--- src/rtl/rmii_tx_mac_if.sv ---
`default_nettype none
// ============================================================================
//  Module   : rmii_tx_mac_if
//  Purpose  : Byte-stream handshake bundle feeding the RMII transmit framer.
//             The source drives s_data/s_valid/s_last; the framer answers
//             with s_ready.
//  Ports    : s_data  [7:0] payload byte
//             s_valid       s_data is valid
//             s_last        final payload byte (qualified by s_valid)
//             s_ready       byte consumed when s_valid && s_ready
//  Revision : 1.0 - initial release
// ============================================================================
interface rmii_tx_mac_if;
  logic [7:0] s_data;
  logic       s_valid;
  logic       s_last;
  logic       s_ready;

  modport master (output s_data, output s_valid, output s_last, input  s_ready);
  modport slave  (input  s_data, input  s_valid, input  s_last, output s_ready);
endinterface
`default_nettype wire

--- src/rtl/rmii_tx_mac.sv ---
`default_nettype none
// ============================================================================
//  Module   : rmii_tx_mac
//  Purpose  : RMII transmit framer. Takes a valid/ready/last byte stream and
//             emits preamble, SFD, payload, optional zero pad, CRC-32 FCS and
//             the inter-frame gap on txd[1:0]/tx_en, LSB dibit first.
//  Ports    : clk        50 MHz RMII reference clock
//             rst_n      asynchronous active-low reset
//             s_if       byte-stream handshake (slave side)
//             txd[1:0]   RMII transmit dibit (registered)
//             tx_en      RMII transmit enable (registered)
//             busy       high in every state except IDLE
//             frame_done one-cycle pulse on the last FCS dibit
//             underrun   one-cycle pulse when a frame is aborted
//  Options  : define AUTO_PAD_EN to zero-pad short frames to MIN_PAYLOAD.
//  Revision : 1.0 - initial release
// ============================================================================
module rmii_tx_mac #(
  parameter int PREAMBLE_BYTES = 7,
  parameter int IFG_BYTES      = 12,
  parameter int MIN_PAYLOAD    = 60
) (
  input  logic         clk,
  input  logic         rst_n,
  rmii_tx_mac_if.slave s_if,
  output logic [1:0]   txd,
  output logic         tx_en,
  output logic         busy,
  output logic         frame_done,
  output logic         underrun
);

  localparam logic [15:0] C_PRE_LAST = 16'(PREAMBLE_BYTES - 1);
  localparam logic [15:0] C_IFG_LAST = 16'(IFG_BYTES * 4 - 1);
  localparam logic [31:0] C_POLY     = 32'hEDB88320;

  generate
    if (PREAMBLE_BYTES < 1 || PREAMBLE_BYTES > 15 || IFG_BYTES < 1 ||
        MIN_PAYLOAD < 0 || MIN_PAYLOAD > 2047) begin : g_param_check
      $error("rmii_tx_mac: illegal parameter value");
    end
  endgenerate

  typedef enum logic [2:0] {
    ST_IDLE = 3'd0,
    ST_PRE  = 3'd1,
    ST_SFD  = 3'd2,
    ST_DATA = 3'd3,
    ST_FCS  = 3'd4,
    ST_IFG  = 3'd5
`ifdef AUTO_PAD_EN
    , ST_PAD = 3'd6
`endif
  } state_e;

  state_e      state_q;
  logic [1:0]  dc_q;      // dibit position within the current byte
  logic [15:0] cnt_q;     // preamble bytes / FCS dibits / IFG cycles
  logic [10:0] len_q;     // payload byte count, saturating
  logic        last_q;    // byte in the shift register was flagged last
  logic [31:0] sh_q;      // outgoing dibits, consumed from bit 0
  logic [31:0] crc_q;

  function automatic logic [31:0] crc_byte(input logic [31:0] c, input logic [7:0] b);
    logic [31:0] r;
    r = c ^ {24'd0, b};
    for (int i = 0; i < 8; i++) begin
      r = r[0] ? ((r >> 1) ^ C_POLY) : (r >> 1);
    end
    return r;
  endfunction

  logic [31:0] w_crc_data_d;
  logic [31:0] w_fcs;
  logic [10:0] w_len_inc;
  logic        w_ready;

  assign w_crc_data_d = crc_byte(crc_q, s_if.s_data);
  assign w_fcs        = ~crc_q;
  assign w_len_inc    = (len_q == 11'h7FF) ? len_q : len_q + 11'd1;
  // The ready cycle is the last dibit of the byte on the wire, so the next
  // byte's first dibit follows without a bubble.
  assign w_ready      = (dc_q == 2'd3) &&
                        ((state_q == ST_SFD) || (state_q == ST_DATA && !last_q));
  assign s_if.s_ready = w_ready;

`ifdef AUTO_PAD_EN
  localparam logic [10:0] C_MIN_LEN = 11'(MIN_PAYLOAD);
  logic [31:0] w_crc_zero_d;
  assign w_crc_zero_d = crc_byte(crc_q, 8'h00);
`endif

  // Outputs are registered together with the state, so txd always carries
  // the dibit belonging to the state/dc value visible in the same cycle.
  always_ff @(posedge clk or negedge rst_n) begin
    if (!rst_n) begin
      state_q    <= ST_IDLE;
      dc_q       <= 2'd0;
      cnt_q      <= 16'd0;
      len_q      <= 11'd0;
      last_q     <= 1'b0;
      sh_q       <= 32'd0;
      crc_q      <= 32'hFFFFFFFF;
      txd        <= 2'b00;
      tx_en      <= 1'b0;
      busy       <= 1'b0;
      frame_done <= 1'b0;
      underrun   <= 1'b0;
    end else begin
      frame_done <= 1'b0;
      underrun   <= 1'b0;
      case (state_q)
        ST_IDLE: begin
          tx_en <= 1'b0;
          txd   <= 2'b00;
          if (s_if.s_valid) begin
            state_q <= ST_PRE;
            dc_q    <= 2'd0;
            cnt_q   <= 16'd0;
            len_q   <= 11'd0;
            crc_q   <= 32'hFFFFFFFF;
            tx_en   <= 1'b1;
            txd     <= 2'b01;
            busy    <= 1'b1;
          end
        end
        ST_PRE: begin
          dc_q <= dc_q + 2'd1;
          txd  <= 2'b01;
          if (dc_q == 2'd3) begin
            if (cnt_q == C_PRE_LAST) begin
              state_q <= ST_SFD;
              cnt_q   <= 16'd0;
            end else begin
              cnt_q <= cnt_q + 16'd1;
            end
          end
        end
        ST_SFD: begin
          dc_q <= dc_q + 2'd1;
          txd  <= (dc_q == 2'd2) ? 2'b11 : 2'b01;
        end
        ST_DATA: begin
          dc_q <= dc_q + 2'd1;
          if (dc_q != 2'd3) begin
            txd  <= sh_q[1:0];
            sh_q <= sh_q >> 2;
          end else if (last_q) begin
`ifdef AUTO_PAD_EN
            if (len_q < C_MIN_LEN) begin
              state_q <= ST_PAD;
              txd     <= 2'b00;
              crc_q   <= w_crc_zero_d;
              len_q   <= w_len_inc;
            end else
`endif
            begin
              state_q <= ST_FCS;
              cnt_q   <= 16'd0;
              txd     <= w_fcs[1:0];
              sh_q    <= {2'b00, w_fcs[31:2]};
            end
          end
        end
`ifdef AUTO_PAD_EN
        ST_PAD: begin
          dc_q <= dc_q + 2'd1;
          txd  <= 2'b00;
          if (dc_q == 2'd3) begin
            if (len_q < C_MIN_LEN) begin
              crc_q <= w_crc_zero_d;
              len_q <= w_len_inc;
            end else begin
              state_q <= ST_FCS;
              cnt_q   <= 16'd0;
              txd     <= w_fcs[1:0];
              sh_q    <= {2'b00, w_fcs[31:2]};
            end
          end
        end
`endif
        ST_FCS: begin
          if (cnt_q == 16'd15) begin
            state_q <= ST_IFG;
            cnt_q   <= 16'd0;
            tx_en   <= 1'b0;
            txd     <= 2'b00;
          end else begin
            cnt_q <= cnt_q + 16'd1;
            txd   <= sh_q[1:0];
            sh_q  <= sh_q >> 2;
            if (cnt_q == 16'd14) frame_done <= 1'b1;
          end
        end
        ST_IFG: begin
          tx_en <= 1'b0;
          txd   <= 2'b00;
          if (cnt_q == C_IFG_LAST) begin
            // A source already waiting skips the IDLE cycle so the gap stays
            // exactly IFG_BYTES long between back-to-back frames.
            if (s_if.s_valid) begin
              state_q <= ST_PRE;
              dc_q    <= 2'd0;
              cnt_q   <= 16'd0;
              len_q   <= 11'd0;
              crc_q   <= 32'hFFFFFFFF;
              tx_en   <= 1'b1;
              txd     <= 2'b01;
            end else begin
              state_q <= ST_IDLE;
              busy    <= 1'b0;
            end
          end else begin
            cnt_q <= cnt_q + 16'd1;
          end
        end
        default: begin
          state_q <= ST_IDLE;
          tx_en   <= 1'b0;
          txd     <= 2'b00;
          busy    <= 1'b0;
        end
      endcase

      // Byte hand-off overrides the per-state defaults above.
      if (w_ready) begin
        if (s_if.s_valid) begin
          state_q <= ST_DATA;
          txd     <= s_if.s_data[1:0];
          sh_q    <= {26'd0, s_if.s_data[7:2]};
          crc_q   <= w_crc_data_d;
          len_q   <= w_len_inc;
          last_q  <= s_if.s_last;
        end else begin
          state_q  <= ST_IFG;
          cnt_q    <= 16'd0;
          tx_en    <= 1'b0;
          txd      <= 2'b00;
          underrun <= 1'b1;
        end
      end
    end
  end

endmodule
`default_nettype wire

--- src/flat_wrapper.sv ---
// flat-port wrapper written by rule: the top's interface ports become plain ports
module rmii_tx_mac_flat 
#(
  parameter int PREAMBLE_BYTES = 7,
  parameter int IFG_BYTES      = 12,
  parameter int MIN_PAYLOAD    = 60
)
  (clk, rst_n, txd, tx_en, busy, frame_done, underrun, s_if_s_data, s_if_s_valid, s_if_s_last, s_if_s_ready);
  rmii_tx_mac_if s_if_i ();
  input  logic clk;
  input  logic rst_n;
  output logic [1:0] txd;
  output logic tx_en;
  output logic busy;
  output logic frame_done;
  output logic underrun;
  input wire logic [$bits(s_if_i.s_data)-1:0] s_if_s_data;
  input wire logic [$bits(s_if_i.s_valid)-1:0] s_if_s_valid;
  input wire logic [$bits(s_if_i.s_last)-1:0] s_if_s_last;
  output wire logic [$bits(s_if_i.s_ready)-1:0] s_if_s_ready;
  assign s_if_i.s_data = s_if_s_data;
  assign s_if_i.s_valid = s_if_s_valid;
  assign s_if_i.s_last = s_if_s_last;
  assign s_if_s_ready = s_if_i.s_ready;
  rmii_tx_mac #(.PREAMBLE_BYTES(PREAMBLE_BYTES), .IFG_BYTES(IFG_BYTES), .MIN_PAYLOAD(MIN_PAYLOAD)) u_core (.clk(clk), .rst_n(rst_n), .s_if(s_if_i), .txd(txd), .tx_en(tx_en), .busy(busy), .frame_done(frame_done), .underrun(underrun));
endmodule
--- config.mk ---
export PLATFORM = sky130hd
export DESIGN_NAME = rmii_tx_mac_flat
export DESIGN_NICKNAME = d
export VERILOG_FILES = /design/src/rtl/rmii_tx_mac_if.sv /design/src/rtl/rmii_tx_mac.sv /design/src/flat_wrapper.sv
export SDC_FILE = /design/constraint.sdc
export NUM_CORES = 1
export LEC_CHECK = 0
export ABC_AREA = 1
export CAP_MARGIN = 30
export CORE_ASPECT_RATIO = 0.9
export CORE_MARGIN = 10
export CORE_UTILIZATION = 35
export DETAILED_ROUTE_END_ITERATION = 10
export PLACE_DENSITY = 0.47
export SLEW_MARGIN = 20
export SYNTH_ARGS = -nofsm -noshare
export SYNTH_HDL_FRONTEND = slang
export SYNTH_SLANG_ARGS = --single-unit
--- constraint.sdc ---
create_clock -name clk -period 3.3 [get_ports clk]
set_input_delay 0.66 -clock clk [delete_from_list [all_inputs] [get_ports clk]]
set_output_delay 0.66 -clock clk [all_outputs]
set_load 0.05 [all_outputs]
==> impl_metrics.toml, run 1 <==
[status]
outcome = "complete, no violations"

[finish]
fin_nets = 951
stdcell_area_sq_mm = 0.00690
fin_util = 0.404
layout_common_cells = "nand2_1 (325), inv_1 (117), nor2_1 (82)"
antenna_cells = 0
layout_commonest_cell = "nand2_1"
areaGrowthSynthToFinish_pct = 11.8
layout-drive-gt1-share = 0.0968
nFillCells = 1800

[grt]
grt_max_degree = 56
grtUsageTotal = 0.162
antenna_found_initial = 0
grt_pass1_wl_um = 30300
grt_pass1_vias = 5253
overflow = 0

[yosys]
synth_top_flop_cell = "dfrtp_1"
yosys.area_share.simple = 0.347
synth_nets = 937
synth-seq-cells = 92
synthAdderAreaFrac = 0.00812
synth_top_family_by_area = "simple AND/OR/NAND/NOR gates"
syn_area_per_cell_sq_um = 6.70
synthMuxAreaShare = 0
synth_area_sq_mm = 0.00617
yosysSeqAreaShare = 0.380
yosysWarnings = 0
async_reset_ff_frac = 1.00
synth_compound_area_frac = 0.112
synth_edf_count = 0
synth_xor_area_frac = 0.0511
ys_types = 41
synthCells = 921

[power]
max-vdd-ir-drop_uv = 363
p_per_area_mw_per_mm2 = 774
leakage_nw = 3.56

[worst_setup_path]
cp_data_arrival_time_ns = 2.25
end_kind = "output port"
worstSetupStartpointType = "flip-flop"
crit_path_max_fanout = 10
cp_data_required_time_ns = 2.64
critPathKind = "flip-flop to output port"
crit_family = "buffers and inverters"
crit_chain = "inv_2 > nand2_1 > a21oi_2 > nand2_4 > inv_1 > clkdlybuf4s50_1"
critPathBufInv = 3
max_stage_delay_ns = 0.82
crit_slowest_cell = "clkdlybuf4s50_1"

[detailed_routing]
drcViolationCount = 0
postRouteAntennaNets = 0
firstDrtPassIters = 5
routedWlPerCell_um = 16.1
vias_per_cell = 4.80
drt_wl_total_um = 18900
drt_iter0_drc = 476
via_count = 5640

[clocking]
clockBufferDepth = 2
cts_tree = "yes"
cts_buffers = 9
ctsHtreeMaxLevel = 3
ctsHoldBuffers = 0
post_cts_buffers = 0
cts_root_buf = "clkbuf_16"
clk_pin_slew_ns = 0.07
clock_sinks = 92
clk_latency_ns = 0.35
cts_resized = 0

[floorplan]
start_util = 0.361
rows = 45
die_w_um = 160
fp.dieArea_sq_mm = 0.0233
core_area_sq_mm = 0.0171
pin_count = 19
die_h_um = 146

[sta]
finalCritPeriodShare = 0.882
fin_skew_ns = 0.0101
final-setup-viol-count = 0
max_slew_margin = 0.487
tns_ns = 0
drv_slew = 0
min_period_ns = 2.91
rsz0062_at_grt = "no"
timing.hold.ws_ns = 0.363
tightest_slew_ns = 0.769
hold_viol_final = 0
fmax_mhz = 344

[job]
drv_cap = 0

[placed_design]
dpl-instance-area_sq_mm = 0.00657
place_congestion = 0.847
portBuffers = 18
dp_hpwl_um = 13500

[hold_path]
hp-class = "input port to async pin"
per-layer routing:
metal | routed length [um] | share of wire | vias to the layer above | track usage
li1 | - | - | 2897 | -
met1 | 10400 | 0.55 | 2617 | 0.255
met2 | 7450 | 0.39 | 116 | 0.220
met3 | 877 | 0.046 | 10 | 0.0294
met4 | 150 | 0.0079 | 0 | 0.0330
met5 | 0 | 0 | - | 0
power breakdown:
part	switching, mW	internal (mW)
Combinational	1.60	0.757
Sequential	0.305	1.51
Clock	0.476	0.689
final cells by class:
type	instances	area [sq um]	share of cell area
Multi-Input combinational cell	680	3190	0.463
Sequential cell	92	2340	0.340
Inverter	124	465	0.0675
Tap cell	235	294	0.0426
Timing Repair Buffer	28	278	0.0403
Clock buffer	11	243	0.0352
Clock inverter	5	82.6	0.0120
sequential cells by signal (all words and copies together), names as in the netlist:
name / flops
u_core.busy: 1
u_core.cnt_q: 16
u_core.crc_q: 32
u_core.dc_q: 2
u_core.frame_done: 1
u_core.last_q: 1
u_core.sh_q: 32
u_core.state_q: 3
u_core.tx_en: 1
u_core.txd: 2
u_core.underrun: 1
logic make-up (layout without fill, tap and decap cells):
logic type	Yosys count	after routing
AND/OR/NAND/NOR	510	510
AO/OA/AOI/OAI	130	130
XOR/XNOR	36	36
adder cells (fa/ha/maj)	4	4
buffers and inverters	149	168
flip-flops	92	92
final timing paths:
check	slack, ns	startpoint	cells past startpoint	endpoint
max	0.39	u_core.state_q[2]	6	s_if_s_ready
min	0.36	rst_n	1	u_core.cnt_q[9]
max reg2reg	0.97	u_core.cnt_q[1]	13	u_core.sh_q[3]
min reg2reg	0.49	u_core.busy	2	u_core.busy
max in group asynchronous	2.16	rst_n	2	u_core.crc_q[12]
min in group clk	0.49	u_core.busy	2	u_core.busy
synthesized netlist by cell type, drive strengths merged (2+ instances only):
cell | count | area (sq um)
nand2 | 337 | 1310
inv | 123 | 462
nor2 | 89 | 375
a21oi | 77 | 389
nand3 | 66 | 345
dfrtp | 60 | 1500
o21ai | 39 | 195
dfstp | 32 | 841
xor2 | 29 | 254
buf | 23 | 160
xnor2 | 7 | 61.3
nand4 | 6 | 37.5
or2 | 5 | 31.3
ha | 4 | 50.1
a31oi | 3 | 18.8
nand3b | 3 | 22.5
nor3 | 3 | 15.0
a21boi | 2 | 15.0
clkbuf | 2 | 7.51
o211ai | 2 | 15.0
o21bai | 2 | 15.0
per-stage QoR:
step           std cells  power, mW  worst slack (ns)
2_1_floorplan        921       3.51              1.47
3_3_place_gp        1159       4.20             0.603
3_5_place_dp        1159       4.16             0.590
4_1_cts             1175       5.36             0.385
5_1_grt             1175       5.79             0.289
6_report            1175       5.34             0.391
Power figures use the tool's default switching activity.
==> run 2, diff against run 1 <==
Settings changed: CORE_UTILIZATION 35 to 31, PLACE_DENSITY 0.47 to 0.43.
==> run 2 against run 1 <==
Compared with the run above:
- clock power decreased by 13%
- register-to-register slack hardly changed
- sequential share of layout area up 0.24 points
- flip-flop and latch count is the same
- largest cell class unchanged
- first-iteration DRC count up 0.63%
- count of clock-buffer cells in the layout unchanged
- largest power group unchanged
- non-clock buffer count unchanged
- setup slack better by 0.013 ns
- sequential power hardly changed
==> impl_metrics.toml, run 2 (synthesized netlist as in run 1, its figures left out) <==
[detailed_routing]
drcViolationCount = 0
drt_wl_total_um = 19500
firstDrtPassIters = 5
drt_iter0_drc = 479
via_count = 5724
routedWlPerCell_um = 16.4
vias_per_cell = 4.81
postRouteAntennaNets = 0

[finish]
layout-drive-gt1-share = 0.0957
layout_commonest_cell = "nand2_1"
areaGrowthSynthToFinish_pct = 11.0
nFillCells = 2142
layout_common_cells = "nand2_1 (325), inv_1 (117), nor2_1 (82)"
fin_nets = 951
fin_util = 0.354
largestRegisters = "u_core.crc_q (32), u_core.sh_q (32), u_core.cnt_q (16)"
antenna_cells = 0

[power]
p_per_area_mw_per_mm2 = 756
p_sw_mw = 2.42
p_comb_frac = 0.450
p_int_mw = 2.76
max-vdd-ir-drop_uv = 493
switching_share = 0.467
leakage_nw = 3.52
power_frac_clock = 0.194
p_seq_frac = 0.355

[clocking]
ctsHoldBuffers = 0
clockBufferDepth = 2
cts_resized = 0
ctsHtreeMaxLevel = 3
cts_tree = "yes"
clk_pin_slew_ns = 0.07
cts_root_buf = "clkbuf_16"
clock_sinks = 92
post_cts_buffers = 0
cts_buffers = 9
clk_latency_ns = 0.36

[sta]
tns_ns = 0
fin_skew_ns = 0.00926
tightest_slew_ns = 0.707
hold_viol_final = 0
final-setup-viol-count = 0
min_period_ns = 2.90
drv_slew = 0
setup_ws_ns = 0.404
max_slew_margin = 0.527
finalCritPeriodShare = 0.878
rsz0062_at_grt = "no"
fmax_mhz = 345

[worst_setup_path]
crit_path_max_fanout = 10
critPathBufInv = 2
crit_family = "buffers and inverters"
cp_data_required_time_ns = 2.64
end_kind = "output port"
critPathKind = "flip-flop to output port"
crit_chain = "a21oi_2 > nand2_4 > inv_1 > clkdlybuf4s50_1"
worstSetupStartpointType = "flip-flop"
crit_slowest_cell = "clkdlybuf4s50_1"
cp_data_arrival_time_ns = 2.24
max_stage_delay_ns = 0.81

[grt]
overflow = 0
grt_pass1_wl_um = 31400
grtUsageTotal = 0.152
grt_max_degree = 42
grt_pass1_vias = 5316
antenna_found_initial = 0

[floorplan]
start_util = 0.319
core_area_sq_mm = 0.0193
die_w_um = 169
die_h_um = 154
rows = 48
fp.dieArea_sq_mm = 0.0259
pin_count = 19

[status]
outcome = "complete, no violations"

[hold_path]
hp-class = "input port to async pin"

[placed_design]
dp_hpwl_um = 14000
place_congestion = 0.847
portBuffers = 18
dp_slack_ns = 0.673

[job]
drv_cap = 0
[run 2: cell count changes in the layout (fill, tap and decap cells not counted)]
cell        change
buf_12          -1
bufinv_16       -2
clkbuf_8        -1
clkbuf_1        +1
buf_4           +1
clkinvlp_4      +2
[run 2: worst reg2reg max path, stage by stage, from the launching register on]
cell	delay, ns
dfrtp_1	0.43
inv_1	0.11
nand2_1	0.07
inv_1	0.07
nand2_1	0.11
inv_1	0.20
nand2_2	0.19
nand2_2	0.48
nand2_1	0.30
nand3b_1	0.16
o21ai_0	0.10
inv_1	0.07
[run 2: power by group through the flow]
stage / logic (mW) / clock network [mW] / registers, mW
final: 2.33 / 1.01 / 1.84
after global routing: 2.69 / 1.07 / 1.89
after CTS: 2.34 / 1.04 / 1.83
after detailed placement: 2.33 / 0 / 1.85
after global placement: 2.35 / 0 / 1.86
after floorplan: 1.73 / 0 / 1.78
[run 2: through the flow]
step / total power [mW] / area, sq um / hold slack (ns) / instances
2_1_floorplan: 3.51 / 6170 / 0.364 / 921
3_3_place_gp: 4.21 / 6580 / 0.481 / 1174
3_5_place_dp: 4.18 / 6580 / 0.466 / 1174
4_1_cts: 5.22 / 6850 / 0.274 / 1190
5_1_grt: 5.65 / 6850 / 0.294 / 1190
6_report: 5.18 / 6850 / 0.267 / 1190
[run 2: layer usage]
layer / up-vias / wire, um / global-route usage
met3: 9 / 978 / 0.0280
met5: - / 0 / 0
li1: 2907 / - / -
met4: 0 / 171 / 0.0348
met1: 2690 / 10700 / 0.241
met2: 118 / 7640 / 0.203
[run 2: path summary, 6_finish.rpt]
| kind | startpoint | end | slack (ns) | cells past startpoint |
|---|---|---|---|---|
| max in group asynchronous | rst_n | u_core.crc_q[3] | 2.27 | 2 |
| worst max register to register | u_core.state_q[0] | u_core.sh_q[2] | 0.96 | 11 |
| min in group clk | u_core.busy | u_core.busy | 0.48 | 2 |
| worst max-delay path | u_core.last_q | s_if_s_ready | 0.40 | 4 |
| worst min register to register | u_core.busy | u_core.busy | 0.48 | 2 |
| worst min-delay path | rst_n | u_core.cnt_q[0] | 0.27 | 1 |
[run 2: layout make-up]
type	instances	area (sq um)	share of cell area
Clock buffer	11	233	0.0340
Clock inverter	5	37.5	0.00548
Inverter	124	465	0.0680
Multi-Input combinational cell	680	3190	0.466
Sequential cell	92	2340	0.342
Tap cell	250	313	0.0457
Timing Repair Buffer	28	265	0.0387
